===== config.mk =====
export PLATFORM = sky130hd
export DESIGN_NAME = spi_master_cfg_flat
export DESIGN_NICKNAME = d
export VERILOG_FILES = /design/src/rtl/spi_master_cfg_if.sv /design/src/rtl/spi_master_cfg.sv /design/src/flat_wrapper.sv
export SDC_FILE = /design/constraint.sdc
export NUM_CORES = 1
export LEC_CHECK = 0
export ABC_AREA = 1
export CAP_MARGIN = 20
export CORE_MARGIN = 1.5
export CORE_UTILIZATION = 55
export DETAILED_ROUTE_END_ITERATION = 6
export PLACE_DENSITY = 0.9
export SLEW_MARGIN = 10
export SYNTH_ARGS = -nofsm -noshare
export SYNTH_HDL_FRONTEND = slang
export SYNTH_SLANG_ARGS = --single-unit

===== constraint.sdc =====
create_clock -name clk -period 3.7 [get_ports clk]
set_clock_uncertainty 0.15 [all_clocks]
set_input_delay 0.74 -clock clk [delete_from_list [all_inputs] [get_ports clk]]
set_output_delay 0.74 -clock clk [all_outputs]
set_load 0.05 [all_outputs]

===== src/rtl/spi_master_cfg_if.sv =====
// Control-bus interface for spi_master_cfg.
// data_in/address/we/sel come from the bus master; data_out (combinational
// read data) and interrupt are returned by the SPI master block.
interface spi_master_cfg_if #(
   parameter int unsigned DATA_W = 32,
   parameter int unsigned ADDR_W = 3
);
   logic [DATA_W-1:0] data_in;
   logic [DATA_W-1:0] data_out;
   logic [ADDR_W-1:0] address;
   logic              we;
   logic              sel;
   logic              interrupt;

   modport master (output data_in, address, we, sel, input data_out, interrupt);
   modport slave  (input data_in, address, we, sel, output data_out, interrupt);
endinterface


===== src/rtl/spi_master_cfg.sv =====
// Register-programmable SPI master.
// Ports: clk, ctr_nrst (async active-low reset); sclk/ss/mosi/miso SPI pins;
// bus: control interface (data_in, data_out, address, we, sel, interrupt).
// Map: 0 int_en(W) 1 status(R) 2 tx(W, starts) 3 rx(R) 4 config 5 div 6 len.
module spi_master_cfg #(
   parameter int unsigned DATA_W = 32,
   parameter int unsigned ADDR_W = 3,
   parameter int unsigned N_SS   = 4,
   parameter int unsigned DIV_W  = 8
) (
   input  logic            clk,
   input  logic            ctr_nrst,
   output logic            sclk,
   output logic [N_SS-1:0] ss,
   output logic            mosi,
   input  logic            miso,
   spi_master_cfg_if.slave bus
);
   localparam int unsigned LEN_W  = $clog2(DATA_W);
   localparam int unsigned SS_W   = (N_SS > 1) ? $clog2(N_SS) : 1;
   localparam int unsigned CFG_W  = 3 + SS_W;
   localparam int unsigned EDGE_W = LEN_W + 2;

   localparam logic [ADDR_W-1:0] A_IEN  = ADDR_W'(0);
   localparam logic [ADDR_W-1:0] A_STAT = ADDR_W'(1);
   localparam logic [ADDR_W-1:0] A_TX   = ADDR_W'(2);
   localparam logic [ADDR_W-1:0] A_RX   = ADDR_W'(3);
   localparam logic [ADDR_W-1:0] A_CFG  = ADDR_W'(4);
   localparam logic [ADDR_W-1:0] A_DIV  = ADDR_W'(5);
   localparam logic [ADDR_W-1:0] A_LEN  = ADDR_W'(6);

   typedef enum logic [1:0] {IDLE, SETUP, XFER, HOLD} state_t;

   state_t            state, state_next;
   logic [DIV_W-1:0]  cnt, div_q;
   logic [EDGE_W-1:0] edges, n_edges;
   logic [LEN_W-1:0]  len_q, tx_cnt, rx_cnt, tx_pos, rx_pos, first_pos;
   logic [CFG_W-1:0]  cfg_q;
   logic [SS_W-1:0]   ss_idx;
   logic [DATA_W-1:0] tx_q, rx_q;
   logic int_en, ready, err;
   logic cpha, cpol, lsb;
   logic busy, tick, done, last_edge, sample, shift;
   logic wr, rd, wr_ien, wr_tx, wr_cfg, wr_div, wr_len, rd_stat, rd_rx, start;

   assign cpha   = cfg_q[0];
   assign cpol   = cfg_q[1];
   assign lsb    = cfg_q[2];
   assign ss_idx = cfg_q[3 +: SS_W];

   assign wr      = bus.sel & bus.we;
   assign rd      = bus.sel & ~bus.we;
   assign wr_ien  = wr && (bus.address == A_IEN);
   assign wr_tx   = wr && (bus.address == A_TX);
   assign wr_cfg  = wr && (bus.address == A_CFG);
   assign wr_div  = wr && (bus.address == A_DIV);
   assign wr_len  = wr && (bus.address == A_LEN);
   assign rd_stat = rd && (bus.address == A_STAT);
   assign rd_rx   = rd && (bus.address == A_RX);

   assign busy  = (state != IDLE);
   assign start = wr_tx && !busy;
   // One tick per half-period: counter runs 0..DIV, tick on the terminal count
   assign tick  = (cnt == div_q);
   assign done  = (state == HOLD) && tick;

   // Edge bookkeeping: edges holds the number of sclk edges already produced
   assign n_edges   = (EDGE_W'(len_q) + EDGE_W'(1)) << 1;
   assign last_edge = ((edges + EDGE_W'(1)) == n_edges);
   // Upcoming edge is odd when the count so far is even
   assign sample    = ~edges[0] ^ cpha;
   assign shift     = ~sample & ~last_edge;

   // Bit position inside tx/rx for the n-th bit in transmit order
   assign tx_pos    = lsb ? tx_cnt : len_q - tx_cnt;
   assign rx_pos    = lsb ? rx_cnt : len_q - rx_cnt;
   assign first_pos = lsb ? '0 : len_q;

   // FSM state register
   always_ff @(posedge clk or negedge ctr_nrst) begin
      if (!ctr_nrst) state <= IDLE;
      else           state <= state_next;
   end

   // FSM next state
   always_comb begin
      state_next = state;
      case (state)
         IDLE:    if (start)             state_next = SETUP;
         SETUP:   if (tick)              state_next = XFER;
         XFER:    if (tick && last_edge) state_next = HOLD;
         HOLD:    if (tick)              state_next = IDLE;
         default:                        state_next = IDLE;
      endcase
   end

   // Registers, divider and shift datapath
   always_ff @(posedge clk or negedge ctr_nrst) begin
      if (!ctr_nrst) begin
         int_en <= 1'b0;
         cfg_q  <= '0;
         div_q  <= '0;
         len_q  <= LEN_W'(DATA_W - 1);
         ready  <= 1'b0;
         err    <= 1'b0;
         tx_q   <= '0;
         rx_q   <= '0;
         cnt    <= '0;
         edges  <= '0;
         tx_cnt <= '0;
         rx_cnt <= '0;
         ss     <= '1;
         sclk   <= 1'b0;
         mosi   <= 1'b0;
      end else begin
         if (wr_ien)          int_en <= bus.data_in[0];
         if (wr_cfg && !busy) cfg_q  <= bus.data_in[CFG_W-1:0];
         if (wr_div && !busy) div_q  <= bus.data_in[DIV_W-1:0];
         if (wr_len && !busy) len_q  <= bus.data_in[LEN_W-1:0];

         if (wr_tx && busy) err <= 1'b1;
         else if (rd_stat)  err <= 1'b0;

         // Start beats any same-cycle rx read
         if (start)      ready <= 1'b0;
         else if (done)  ready <= 1'b1;
         else if (rd_rx) ready <= 1'b0;

         if (start) begin
            tx_q   <= bus.data_in;
            rx_q   <= '0;
            cnt    <= '0;
            edges  <= '0;
            rx_cnt <= '0;
            ss     <= ~(N_SS'(1) << ss_idx);
            sclk   <= cpol;
            if (cpha) begin
               mosi   <= 1'b0;
               tx_cnt <= '0;
            end else begin
               mosi   <= bus.data_in[first_pos];
               tx_cnt <= LEN_W'(1);
            end
         end else if (!busy) begin
            // Idle level tracks CPOL, including a config write this cycle
            sclk <= wr_cfg ? bus.data_in[1] : cpol;
            mosi <= 1'b0;
         end else begin
            cnt <= tick ? '0 : cnt + DIV_W'(1);
            if (tick) begin
               if (state == HOLD) begin
                  ss   <= '1;
                  mosi <= 1'b0;
               end else begin
                  sclk  <= ~sclk;
                  edges <= edges + EDGE_W'(1);
                  if (sample) begin
                     rx_q[rx_pos] <= miso;
                     rx_cnt       <= rx_cnt + LEN_W'(1);
                  end
                  if (shift) begin
                     mosi   <= tx_q[tx_pos];
                     tx_cnt <= tx_cnt + LEN_W'(1);
                  end
               end
            end
         end
      end
   end

   // Combinational read mux
   always_comb begin
      bus.data_out = '0;
      case (bus.address)
         A_STAT:  bus.data_out = DATA_W'({err, busy, ready});
         A_RX:    bus.data_out = rx_q;
         A_CFG:   bus.data_out = DATA_W'(cfg_q);
         A_DIV:   bus.data_out = DATA_W'(div_q);
         A_LEN:   bus.data_out = DATA_W'(len_q);
         default: bus.data_out = '0;
      endcase
   end

   assign bus.interrupt = int_en & ready;

endmodule


===== src/flat_wrapper.sv =====
// flat-port wrapper written by rule: the top's interface ports become plain ports
module spi_master_cfg_flat 
#(
   parameter int unsigned DATA_W = 32,
   parameter int unsigned ADDR_W = 3,
   parameter int unsigned N_SS   = 4,
   parameter int unsigned DIV_W  = 8
)
  (clk, ctr_nrst, sclk, ss, mosi, miso, bus_data_in, bus_address, bus_we, bus_sel, bus_data_out, bus_interrupt);
  spi_master_cfg_if #(.DATA_W(DATA_W), .ADDR_W(ADDR_W)) bus_i ();
  input  logic clk;
  input  logic ctr_nrst;
  output logic sclk;
  output logic [N_SS-1:0] ss;
  output logic mosi;
  input  logic miso;
  input wire logic [$bits(bus_i.data_in)-1:0] bus_data_in;
  input wire logic [$bits(bus_i.address)-1:0] bus_address;
  input wire logic [$bits(bus_i.we)-1:0] bus_we;
  input wire logic [$bits(bus_i.sel)-1:0] bus_sel;
  output wire logic [$bits(bus_i.data_out)-1:0] bus_data_out;
  output wire logic [$bits(bus_i.interrupt)-1:0] bus_interrupt;
  assign bus_i.data_in = bus_data_in;
  assign bus_i.address = bus_address;
  assign bus_i.we = bus_we;
  assign bus_i.sel = bus_sel;
  assign bus_data_out = bus_i.data_out;
  assign bus_interrupt = bus_i.interrupt;
  spi_master_cfg #(.DATA_W(DATA_W), .ADDR_W(ADDR_W), .N_SS(N_SS), .DIV_W(DIV_W)) u_core (.clk(clk), .ctr_nrst(ctr_nrst), .sclk(sclk), .ss(ss), .mosi(mosi), .miso(miso), .bus(bus_i));
endmodule

* After elaboration in Yosys (flattened, before gate mapping) *
Cells that the tools add are included.

word-level totals
  register bits after elaboration = 118
  input port bits = 40
  output and inout port bits = 39
  word-level logic and storage cells = 150

operators by class
  add/sub/neg operators = 7
  $lt $le $gt $ge = 4
  equal/unequal tests = 19
  shift operators = 1
  mux-type cells = 59
  bitwise operators = 11
  reductions and logical operators = 33

operators by type and width
  cell                                                                   count
  32-bit two-way mux                                                     5
  32-bit one-hot mux with 5 select lines                                 1
  5-bit two-way mux                                                      13
  32-bit bitwise mux                                                     1
  7-bit two-way mux                                                      4
  8-bit two-way mux                                                      3
  1-bit two-way mux                                                      20
  5-bit by 6-bit < comparator with 1-bit output (second input constant)  3
  4-bit two-way mux                                                      4
  1-bit logical AND                                                      15
  2-bit nonzero test                                                     7
  4-bit AND reduction                                                    3
  5-bit by 1-bit adder with 5-bit output (second input constant)         2
  1-bit binary-select mux with 5-bit select                              2
  2-bit by 1-bit != test with 1-bit output (second input constant)       5
  5-bit subtractor                                                       2
  3-bit equality test (second input constant)                            3
  8-bit by 1-bit adder with 8-bit output (second input constant)         1
  8-bit equality test                                                    1
  2-bit two-way mux                                                      4
  2-bit one-hot mux with 4 select lines                                  1
  7-bit by 1-bit adder with 7-bit output (second input constant)         1
  7-bit equality test                                                    1
  5-bit by 1-bit adder with 6-bit output (second input constant)         1
  19 further kinds                                                       31

* Longest topological paths before layout *
  depth in word-level cells = 12
  depth in mapped cells = 18
  mapped depth without buffers = 17

* Worst setup path after synthesis *
No wires, ideal clock.

  kind = input-to-output
  start = input bus_address[1]
  end = output bus_data_out[0]
  arrival time = 2.242 ns
  data required time = 2.810 ns
  path slack = 0.568 ns
  stages = 3
  path buffers = 0
  path through = nor3_1 inv_1 o21ai_0

between the ends
  cells in the longest elaborated chain, start to end = 2
  elaborated cells between the ends (all ways) = 6
  classes of those cells = eq/ne: 5; mux: 1

RTL lines
  item                                               RTL line               text
  start: declaration                                 flat_wrapper.sv:18     input wire logic [$bits(bus_i.address)-1:0] bus_address;
  3-bit equality test, or another cell as far along  spi_master_cfg.sv:174  case (bus.address)
  32-bit one-hot mux with 5 select lines *           spi_master_cfg.sv:174
  end: declaration                                   flat_wrapper.sv:21     output wire logic [$bits(bus_i.data_out)-1:0] bus_data_out;

Every way passes the cells marked *; elsewhere a longest branch is shown, timed or not.

* Final worst setup path *
  start = input bus_address[1]
  end = output bus_data_out[8]

Same word-level chain as after synthesis.

==> results.toml <==
[place]
gp_congestion = 0.891
detailedPlace.worstSlack_ns = 0.144
place_hpwl_um = 14300
io_buffers = 78

[grt]
grt_max_degree = 71
grtUsageTotal_pct = 29.8
grt_pass1_vias = 7057
globalRouteOverflowTotal = 0
grt_antenna_before_repair = 0
grt_pass1_wl_um = 33700

[clock_tree]
clk_latency_ns = 0.43
cts_buffers = 17
root_buffer = "clkbuf_16"
clockBufferDepth = 2
clkTransAtPathRegs_ns = 0.05
cts.sinks = 118
cts_tree = "done"
h-tree-depth = 4
cts_hold_buf = 0

[sta]
layout_worst_path_cycle_share_pct = 95.2
setup_viol = 0
rsz0062_at_grt = "no"
max_freq_ghz = 0.284
maxSlewViolCount = 0
finalCriticalPeriod_ns = 3.52
worst_pin_slew_ns = 0.657
tns_ns = 0
layout_setup_ws_ns = 0.177
relSlewSlack_pct = 56.0
timing.final.hold_violations = 0

[floorplan]
row_count = 42
core_mm2 = 0.0132
initial_core_util_pct = 56.5
die_area_mm2 = 0.0143
ioPinCount = 79
die_y_um = 120
die_width_um = 120

[logic_synthesis]
synth_fp_nets = 1158
ys.flop_type = "dfrtp_1"
synth-edff-count = 0
synth_top_area_share_pct = 36.4
netlist_top_cells_area = "dfrtp_1 36%, nand2_1 20%, nand3_1 8.2%, inv_1 6.8%, nor2_1 4.5%"
synth.largest_area_cell = "dfrtp_1"
yosysSeqAreaShare_pct = 39.6
synthDistinctLibCells = 43
synth_seq_cells = 118
yosysWarnings = 0
avgSynthCellArea_um2 = 6.81
synth_cells = 1099
async_flop_share_pct = 100
syn_area_mm2 = 0.00749

[worst_setup_path]
cp.required_ns = 2.81
cp_max_fo = 12
cp_data_arrival_time_ns = 2.63
critPathKind = "primary input to output port"
worstReg2RegStart = "u_core.len_q[0]"
reg2reg_depth = 14
endpoint_kind = "output port"
r2r-end = "u_core.mosi"
r2r_slack_ns = 0.63
start_kind = "primary input"

[min_path]
holdCritPathClass = "primary input to asynchronous set/reset pin"

[power_and_ir_drop]
swShare_pct = 22.4
cellInternalPower_uw = 2460
ir_drop_uv = 304
p_leak_uw = 0.00469
clkPwrFrac_pct = 52.6
p_sw_uw = 708
pwr_density_cell_mw_per_mm2 = 339
p_comb_share_pct = 6.2
p_seq_share_pct = 41.1

[drt]
drc = 0
dr_total_vias = 7689
first_pass_iters = 6
wl_per_cell_um = 15.4
postRouteAntennaNets = 0
viasPerCell = 5.64
drt_iter0_drc = 833
totalWireLength_um = 21000

[finish]
nets = 1233
area_growth_pct = 24.7
antenna_cells = 0
drive_gt1_share_pct = 9.94

[job]
cap_violations = 0

[run_status]
status = "finished clean"
-- sequential cells by signal, summed over array words and instances, names as in the netlist, 2 cells and up --
signal         cells
u_core.tx_q       32
u_core.state       2
u_core.edges       7
u_core.len_q       5
u_core.div_q       8
u_core.cfg_q       5
u_core.ss          4
u_core.rx_cnt      5
u_core.tx_cnt      5
u_core.cnt         8
u_core.rx_q       32
-- metal layers --
layer / wire length, um / part of all wire [%] / global-route usage, % / vias to the layer above
met3: 1690 / 8.1 / 6.23 / 64
li1: - / - / - / 3627
met2: 9950 / 47 / 47.7 / 406
met5: 0 / 0 / 0 / -
met1: 8710 / 42 / 39.9 / 3592
met4: 619 / 3.0 / 11.5 / 0
-- metrics by stage --
stage	hold WS [ns]	cell area [um^2]	total power, uW	util, %	cells
2_1_floorplan	0.287	7490	1390	-	1099
4_1_cts	0.129	9310	3170	70.3	1361
6_report	0.122	9340	3170	70.5	1363
5_1_grt	0.153	9340	3240	70.5	1363
3_5_place_dp	0.315	8710	1520	65.8	1329
3_3_place_gp	0.312	8710	1520	65.8	1329
-- synth_stat cells (2+ instances only) --
| master | number |
|---|---|
| dfstp_2 | 9 |
| a221o_1 | 2 |
| o22ai_1 | 10 |
| a21oi_1 | 20 |
| xor2_1 | 8 |
| a31oi_1 | 5 |
| nand3b_1 | 2 |
| nand4_1 | 9 |
| fa_1 | 2 |
| o21ai_2 | 2 |
| buf_4 | 10 |
| nor2_1 | 89 |
| o31ai_2 | 2 |
| ha_1 | 17 |
| inv_1 | 136 |
| dfrtp_1 | 109 |
| o211ai_1 | 4 |
| clkbuf_1 | 14 |
| xnor2_1 | 3 |
| nand3_1 | 122 |
| nor2_2 | 7 |
| o21ai_1 | 12 |
| inv_2 | 8 |
| o21ai_0 | 52 |
| buf_6 | 5 |
| nand2_2 | 8 |
| buf_2 | 6 |
| nor3_1 | 7 |
| o21bai_1 | 2 |
| nand2_1 | 402 |
| a221oi_1 | 3 |
-- layout by cell type, fill, tap and decap left out, drive strengths merged, types with 2 or more instances in the layout --
master,netlist,layout
a31oi,5,5
o211ai,4,4
nand3b,2,2
nand2,411,411
dfrtp,109,109
o22ai,10,10
ha,17,17
o21bai,2,2
xor2,8,8
nand4,9,9
nand3,123,123
bufinv,0,2
a221oi,3,3
nor2,97,97
nor3,8,8
clkbuf,14,25
a221o,2,2
clkinvlp,0,5
dfstp,9,9
o31ai,3,3
fa,2,2
xnor2,3,3
o21ai,67,67
inv,144,143
a21oi,20,20
clkinv,0,2
buf,21,45
clkdlybuf4s50,0,45
-- power by group through the flow --
stage | clock [uW] | combinational (uW) | sequential [uW]
detailed placement | 0 | 194 | 1330
global route | 1730 | 213 | 1300
CTS | 1670 | 195 | 1300
finish | 1670 | 197 | 1300
floorplan | 0 | 66.1 | 1320
global placement | 0 | 194 | 1330
-- final cells by class --
class	count	area, um^2
clock inverters	7	92.6
fillers	1018	3910
flip-flops and latches	118	2960
well taps	176	220
repair buffers	90	1230
inverters	144	544
multi-input cells	802	3780
clock buffers	25	505
repair inverters	1	7.51
-- cell families after synthesis --
kind of cell	count (synthesis)	synth area share, %
AO/OA/AOI/OAI	119	9.31
XOR/XNOR	11	1.29
adder cells (fa/ha/maj)	19	3.38
buffers and inverters	179	10.1
flip-flops	118	39.6
AND/OR/NAND/NOR	653	36.4
-- worst max path at each step --
| stage | start | endpoint | slack [ns] | cells after the start |
|---|---|---|---|---|
| final | bus_address[1] | bus_data_out[8] | 0.18 | 6 |
| after global routing | bus_address[1] | bus_data_out[29] | 0.04 | 6 |
| after CTS | bus_address[1] | bus_data_out[28] | 0.14 | 6 |
| after detailed placement | bus_address[1] | bus_data_out[28] | 0.14 | 6 |
| after global placement | bus_address[1] | bus_data_out[24] | 0.19 | 6 |
| after floorplan | bus_address[1] | bus_data_out[0] | 0.57 | 3 |
-- critical path, stage by stage --
cell	delay [ns]
clkdlybuf4s50_1	0.54
inv_2	0.09
nor3_4	0.45
clkinvlp_4	0.38
nor2_1	0.26
buf_12	0.17
-- what timing repair did --
item                                   CTS  global route
endpoints found under the hold margin    0             0
setup endpoints to repair                0             7
gates resized for setup                  0             3
buffers inserted                         0             1
Note: power is estimated with default switching activity, not from simulation.
